**src/rtl/mips_muldiv_unit.sv**
```systemverilog
`default_nettype none
// ============================================================================
// Module      : mips_muldiv_unit
// Description : Multi-cycle multiply/divide unit owning the HI/LO pair.
//               Iterative shift-add multiplier and restoring divider working
//               on operand magnitudes, with a one-cycle sign fix-up stage.
//               A start/busy/done handshake lets the control FSM stall on
//               MFHI/MFLO until the result lands.
// Revision    : 1.0 - initial release
// ----------------------------------------------------------------------------
// Parameters
//   WIDTH   operand width; hi and lo are each WIDTH bits (WIDTH >= 4)
// Optional feature macro
//   MULDIV_FAST_MUL_EN  single-cycle MULT/MULTU (hi/lo written at the start
//                       edge, done pulses in the next cycle, busy stays low)
// Ports
//   clk     in   rising-edge clock
//   reset   in   synchronous active-high reset; aborts any op in flight
//   start   in   request, sampled only while busy is low
//   op      in   0=MULTU 1=MULT 2=DIVU 3=DIV 4=MTHI 5=MTLO 6,7=no-op
//   src_a   in   multiplicand / dividend / MTHI-MTLO data
//   src_b   in   multiplier / divisor
//   busy    out  operation in flight
//   done    out  one-cycle pulse: hi/lo hold a fresh mul/div result
//   hi      out  HI register (product upper half / remainder)
//   lo      out  LO register (product lower half / quotient)
// ============================================================================
module mips_muldiv_unit #(
    parameter int WIDTH = 32
) (
    input  logic             clk,
    input  logic             reset,
    input  logic             start,
    input  logic [2:0]       op,
    input  logic [WIDTH-1:0] src_a,
    input  logic [WIDTH-1:0] src_b,
    output logic             busy,
    output logic             done,
    output logic [WIDTH-1:0] hi,
    output logic [WIDTH-1:0] lo
);

    localparam int CNT_W = $clog2(WIDTH) + 1;

    localparam logic [2:0] OP_MULTU = 3'd0;
    localparam logic [2:0] OP_MULT  = 3'd1;
    localparam logic [2:0] OP_DIVU  = 3'd2;
    localparam logic [2:0] OP_DIV   = 3'd3;
    localparam logic [2:0] OP_MTHI  = 3'd4;
    localparam logic [2:0] OP_MTLO  = 3'd5;

    typedef enum logic [1:0] {
        S_IDLE = 2'd0,
        S_RUN  = 2'd1,
        S_FIX  = 2'd2,
        S_DONE = 2'd3
    } state_t;

    state_t           state_q, state_d;
    logic [CNT_W-1:0] cnt_q, cnt_d;
    // acc_hi/acc_lo: partial product pair (mul) or remainder/quotient (div)
    logic [WIDTH-1:0] acc_hi_q, acc_hi_d;
    logic [WIDTH-1:0] acc_lo_q, acc_lo_d;
    // multiplicand magnitude (mul) or divisor magnitude (div)
    logic [WIDTH-1:0] opnd_q, opnd_d;
    logic [WIDTH-1:0] hi_q, hi_d;
    logic [WIDTH-1:0] lo_q, lo_d;
    logic             is_div_q, is_div_d;
    logic             neg_res_q, neg_res_d;   // negate product / quotient
    logic             neg_rem_q, neg_rem_d;   // negate remainder
    logic             divz_q, divz_d;         // divisor was zero

    // ------------------------------------------------------------------
    // Operand conditioning at the start edge
    // ------------------------------------------------------------------
    logic             w_sgn_op;
    logic             w_neg_res;
    logic [WIDTH-1:0] w_abs_a;
    logic [WIDTH-1:0] w_abs_b;

    assign w_sgn_op  = op[0];
    assign w_neg_res = w_sgn_op & (src_a[WIDTH-1] ^ src_b[WIDTH-1]);
    // MIN negates to itself, which is exactly its unsigned magnitude
    assign w_abs_a   = (w_sgn_op && src_a[WIDTH-1]) ? -src_a : src_a;
    assign w_abs_b   = (w_sgn_op && src_b[WIDTH-1]) ? -src_b : src_b;

    // ------------------------------------------------------------------
    // Iteration datapath
    // ------------------------------------------------------------------
    logic [WIDTH:0]     w_sum;      // shift-add with carry out
    logic [WIDTH:0]     w_rem_sh;   // remainder shifted with next dividend bit
    logic [WIDTH:0]     w_diff;     // trial subtraction, MSB is the borrow
    logic [2*WIDTH-1:0] w_prod_fix;
    logic [WIDTH-1:0]   w_quo_fix;
    logic [WIDTH-1:0]   w_rem_fix;

    assign w_sum    = {1'b0, acc_hi_q} + (acc_lo_q[0] ? {1'b0, opnd_q} : '0);
    assign w_rem_sh = {acc_hi_q, acc_lo_q[WIDTH-1]};
    assign w_diff   = w_rem_sh - {1'b0, opnd_q};

    assign w_prod_fix = neg_res_q ? -{acc_hi_q, acc_lo_q} : {acc_hi_q, acc_lo_q};
    // A zero divisor leaves the magnitude quotient all-ones; force it so the
    // signed negation cannot turn it into 1.
    assign w_quo_fix  = divz_q ? '1 : (neg_res_q ? -acc_lo_q : acc_lo_q);
    assign w_rem_fix  = neg_rem_q ? -acc_hi_q : acc_hi_q;

`ifdef MULDIV_FAST_MUL_EN
    logic [2*WIDTH-1:0] w_fast_mag;
    logic [2*WIDTH-1:0] w_fast_prod;

    assign w_fast_mag  = {{WIDTH{1'b0}}, w_abs_a} * {{WIDTH{1'b0}}, w_abs_b};
    assign w_fast_prod = w_neg_res ? -w_fast_mag : w_fast_mag;
`endif

    // ------------------------------------------------------------------
    // Next-state logic
    // ------------------------------------------------------------------
    always_comb begin
        state_d   = state_q;
        cnt_d     = cnt_q;
        acc_hi_d  = acc_hi_q;
        acc_lo_d  = acc_lo_q;
        opnd_d    = opnd_q;
        hi_d      = hi_q;
        lo_d      = lo_q;
        is_div_d  = is_div_q;
        neg_res_d = neg_res_q;
        neg_rem_d = neg_rem_q;
        divz_d    = divz_q;

        case (state_q)
            S_IDLE, S_DONE: begin
                // DONE lasts exactly one cycle unless a new op is accepted
                state_d = S_IDLE;
                if (start) begin
                    case (op)
                        OP_MULTU, OP_MULT, OP_DIVU, OP_DIV: begin
                            is_div_d  = op[1];
                            neg_res_d = w_neg_res;
                            neg_rem_d = w_sgn_op & src_a[WIDTH-1];
                            divz_d    = op[1] & (src_b == '0);
                            cnt_d     = '0;
                            acc_hi_d  = '0;
                            if (op[1]) begin
                                acc_lo_d = w_abs_a;   // dividend shifts out MSB-first
                                opnd_d   = w_abs_b;
                            end else begin
                                acc_lo_d = w_abs_b;   // multiplier shifts out LSB-first
                                opnd_d   = w_abs_a;
                            end
                            state_d = S_RUN;
`ifdef MULDIV_FAST_MUL_EN
                            if (!op[1]) begin
                                hi_d    = w_fast_prod[2*WIDTH-1:WIDTH];
                                lo_d    = w_fast_prod[WIDTH-1:0];
                                state_d = S_DONE;
                            end
`endif
                        end
                        OP_MTHI: hi_d = src_a;
                        OP_MTLO: lo_d = src_a;
                        default: ;
                    endcase
                end
            end

            S_RUN: begin
                cnt_d = cnt_q + CNT_W'(1);
                if (is_div_q) begin
                    if (!w_diff[WIDTH]) begin
                        acc_hi_d = w_diff[WIDTH-1:0];
                        acc_lo_d = {acc_lo_q[WIDTH-2:0], 1'b1};
                    end else begin
                        acc_hi_d = w_rem_sh[WIDTH-1:0];
                        acc_lo_d = {acc_lo_q[WIDTH-2:0], 1'b0};
                    end
                end else begin
                    acc_hi_d = w_sum[WIDTH:1];
                    acc_lo_d = {w_sum[0], acc_lo_q[WIDTH-1:1]};
                end
                if (cnt_q == CNT_W'(WIDTH - 1)) begin
                    cnt_d   = '0;
                    state_d = S_FIX;
                end
            end

            S_FIX: begin
                if (is_div_q) begin
                    hi_d = w_rem_fix;
                    lo_d = w_quo_fix;
                end else begin
                    hi_d = w_prod_fix[2*WIDTH-1:WIDTH];
                    lo_d = w_prod_fix[WIDTH-1:0];
                end
                state_d = S_DONE;
            end

            default: state_d = S_IDLE;
        endcase
    end

    // ------------------------------------------------------------------
    // State registers
    // ------------------------------------------------------------------
    always_ff @(posedge clk) begin
        if (reset) begin
            state_q   <= S_IDLE;
            cnt_q     <= '0;
            acc_hi_q  <= '0;
            acc_lo_q  <= '0;
            opnd_q    <= '0;
            hi_q      <= '0;
            lo_q      <= '0;
            is_div_q  <= 1'b0;
            neg_res_q <= 1'b0;
            neg_rem_q <= 1'b0;
            divz_q    <= 1'b0;
        end else begin
            state_q   <= state_d;
            cnt_q     <= cnt_d;
            acc_hi_q  <= acc_hi_d;
            acc_lo_q  <= acc_lo_d;
            opnd_q    <= opnd_d;
            hi_q      <= hi_d;
            lo_q      <= lo_d;
            is_div_q  <= is_div_d;
            neg_res_q <= neg_res_d;
            neg_rem_q <= neg_rem_d;
            divz_q    <= divz_d;
        end
    end

    assign busy = (state_q == S_RUN) || (state_q == S_FIX);
    assign done = (state_q == S_DONE);
    assign hi   = hi_q;
    assign lo   = lo_q;

endmodule
`default_nettype wire
```
**config.mk**
```make
export PLATFORM = sky130hd
export DESIGN_NAME = mips_muldiv_unit
export DESIGN_NICKNAME = d
export VERILOG_FILES = /design/src/rtl/mips_muldiv_unit.sv
export SDC_FILE = /design/constraint.sdc
export NUM_CORES = 1
export LEC_CHECK = 0
export BUFFER_PORTS_ARGS = -buffer_cell sky130_fd_sc_hd__clkbuf_2
export CAP_MARGIN = 20
export CORE_MARGIN = 2
export CORE_UTILIZATION = 50
export DETAILED_ROUTE_END_ITERATION = 6
export GPL_ROUTABILITY_DRIVEN = 0
export GPL_TIMING_DRIVEN = 0
export PLACE_DENSITY = 0.72
export SETUP_SLACK_MARGIN = 0.2
export SYNTH_ARGS = -nofsm -noshare
export SYNTH_HDL_FRONTEND = slang
export SYNTH_SLANG_ARGS = --single-unit
export TNS_END_PERCENT = 5
```
**constraint.sdc**
```tcl
create_clock -name clk -period 3.2 [get_ports clk]
set_input_delay 0.32 -clock clk [delete_from_list [all_inputs] [get_ports clk]]
set_output_delay 0.32 -clock clk [all_outputs]
set_load 0.01 [all_outputs]
```
==> impl_metrics.ini <==
[outcome]
status = finished with violations
violations = negative setup slack

[synthesis]
ys_seq_elements = 172
netlist_area_um2 = 14510
postSynthAreaPerCell_um2 = 7.377
syn_inst = 1967
synth_cell_types = 78
ys_seq_area_frac = 0.2373
yosys_most_used_dff = dfxtp_1
synth_edf_count = 0
synthArstFlopShare = 0
yosys_warnings = 0
synthesis.nets = 2111

[layout]
n_antenna_cell = 0
layout_commonest_cell = nor2_1
drive_above_1_share = 0.1951
fin_nets = 2305
final_area_um2 = 17610
area.growth.synth_to_final_pct = 21.36
mostFrequentLayoutCells = nor2_1 (247), nand2_1 (186), a21oi_1 (172)

[clock_network]
h-tree-depth = 4
numCtsBuffers = 17
clockBufferDepth = 2
clock_sinks = 172
cts_tree = yes
cts.clk_slew.worst_paths_ns = 0.08
root_buffer = clkbuf_16
clk_latency_ns = 0.46

[timing]
layout_setup_ws_ns = -0.04764
slew_headroom = 0.4092
skew_ns = 0.01605
finalCritPeriodShare = 1.015
fin_worst_hold_slack_ns = 0.2879
tightest_slew_ns = 0.8862
hold_violations = 0
setup_viol = 2
max_freq_mhz = 307.9
rsz0062_at_grt = yes
drv_slew = 0
timing.final.crit_period_ns = 3.248

[critical_path]
crit_path_top_delay_cell = a2111oi_1
path_cells = inv_4 > buf_8 > nor2_1 > ha_1 > a2111oi_1 > o21ai_0 > o21ai_2 > a31oi_4 > o21ai_0 > a21boi_1 > o22ai_1 > xor2_1 > a221o_1 > a31oi_1
critPathKind = register to register
worst_setup_path_end_kind = register
crit_required_ns = 3.59
cp_max_fo = 10
worst_path_largest_cell_delay_ns = 0.51
cp.arrival_ns = 3.64
start_kind = register
cp_common_cell = o21ai_0

[placement]
place_worst_setup_slack_ns = -0.9311
dpl.hpwl_um = 44900
post_dp_cell_area_um2 = 15710
portBuffers = 131

[global_routing]
antenna_found_initial = 0
grt_start_max_net_pins = 17
grt_pass1_vias = 15187
grt_overflow_total = 0
grt_pass1_wl_um = 87970
grtUsageTotal = 0.3751

[power_and_ir_drop]
p_total_mw = 10.33
p_leak_nw = 6.980
ir_worst_vdd_mv = 0.4538
power.density_nw_per_um2 = 586.4

[route]
drtIter0Drc = 2193
drt-wirelength-per-cell_um = 23.26
drt_first_pass_iters = 7
route.detailed.drc = 0
vias = 16766
ant_nets = 0
routed_wl_um = 59470
viasPerCell = 6.557

[floorplan]
ioPinCount = 136
fp.dieArea_um2 = 30400
num_rows = 62
start_util = 0.5069
die-width_um = 174.4
core_area_um2 = 28630
fp.dieH_um = 174.4

[worst_hold_path]
worstHoldPathType = input port to register

[run]
drv_cap = 0
Yosys cell counts, types with 19 or more instances:
cell / n / area share
nand2_1: 191 / 0.049
a21o_1: 32 / 0.017
ha_1: 72 / 0.062
nor3_1: 43 / 0.015
o21ai_0: 105 / 0.036
dfxtp_1: 172 / 0.24
nor2_1: 253 / 0.065
xnor2_1: 88 / 0.053
nand2b_1: 19 / 0.0082
o211ai_1: 25 / 0.013
a21oi_1: 185 / 0.064
inv_1: 72 / 0.019
a31oi_1: 21 / 0.0091
a211oi_1: 88 / 0.046
mux2i_1: 63 / 0.043
o221ai_1: 23 / 0.014
nand3_1: 24 / 0.0083
clkbuf_1: 113 / 0.029
xor2_1: 85 / 0.051
state kept, by name, indices dropped and copies added, names as in the netlist:
register and count:
acc_hi_q 32, acc_lo_q 32, cnt_q 6, divz_q 1, hi 32, is_div_q 1
lo 32, neg_rem_q 1, neg_res_q 1, opnd_q 32, state_q 2
repair_timing:
action | CTS | global route
setup buffers | 21 | 20
gates cloned | 2 | 0
pin swaps | 37 | 69
hold buffers | 0 | 0
gates resized for setup | 157 | 105
setup endpoints to repair | 94 | 87
where the power goes:
group / internal [mW] / switching [mW]
Sequential: 2.51 / 0.345
Clock: 1.02 / 0.982
Combinational: 2.00 / 3.48
through the flow:
stage | util | cells | TNS (ns)
2_1_floorplan | - | 1967 | 0
3_3_place_gp | 0.5487 | 2482 | -35.98
3_5_place_dp | 0.5489 | 2483 | -39.75
4_1_cts | 0.5954 | 2537 | 0
5_1_grt | 0.6152 | 2557 | -0.5709
6_report | 0.6152 | 2557 | -0.04810
worst paths after layout:
check                                start                         to  slack [ns]  cells past startpoint
setup / recovery  acc_lo_q[0]$_SDFFE_PP0P_  acc_hi_q[30]$_SDFFE_PP0P_       -0.05                     14
hold / removal                   src_b[30]        divz_q$_SDFFE_PP0P_        0.29                      4
setup reg to reg  acc_lo_q[0]$_SDFFE_PP0P_  acc_hi_q[30]$_SDFFE_PP0P_       -0.05                     14
hold reg to reg        lo[17]$_SDFFE_PP0P_        lo[17]$_SDFFE_PP0P_        0.45                      2
cells by family after synthesis:
family                     synth area share
AOI/OAI and AO/OA                    0.2821
xor gates and xnor gates             0.1044
adders and majority gates           0.06484
buffers and inverters               0.05415
DFF                                  0.2373
muxes                               0.05743
and+or+nand+nor                      0.1998
cell type report:
cell class,count,area [um2]
buffer,130,599.3
clock buffer,20,446.7
clock inverter,11,88.84
fill,2505,11020
inverter,72,275.3
multi-input combinational,1593,11180
sequential,172,3530
tap,384,480.5
timing repair buffer,175,1008
worst max-delay path, delay by kind of cell, from the launching register on:
family,cells,cell delay [ns]
AOI/OAI and AO/OA,9,2.07
xor gates and xnor gates,1,0.09
buffers and inverters,2,0.22
adders and majority gates,1,0.36
and+or+nand+nor,1,0.06
DFF,1,0.37
per-layer routing:
metal / vias up / part of all wire / GRT usage
met5: - / 0 / 0
met4: 0 / 0.062 / 0.1912
met3: 259 / 0.13 / 0.09864
met2: 1236 / 0.41 / 0.5595
met1: 7755 / 0.39 / 0.4977
li1: 7516 / - / -
Power figures use the tool's default switching activity.
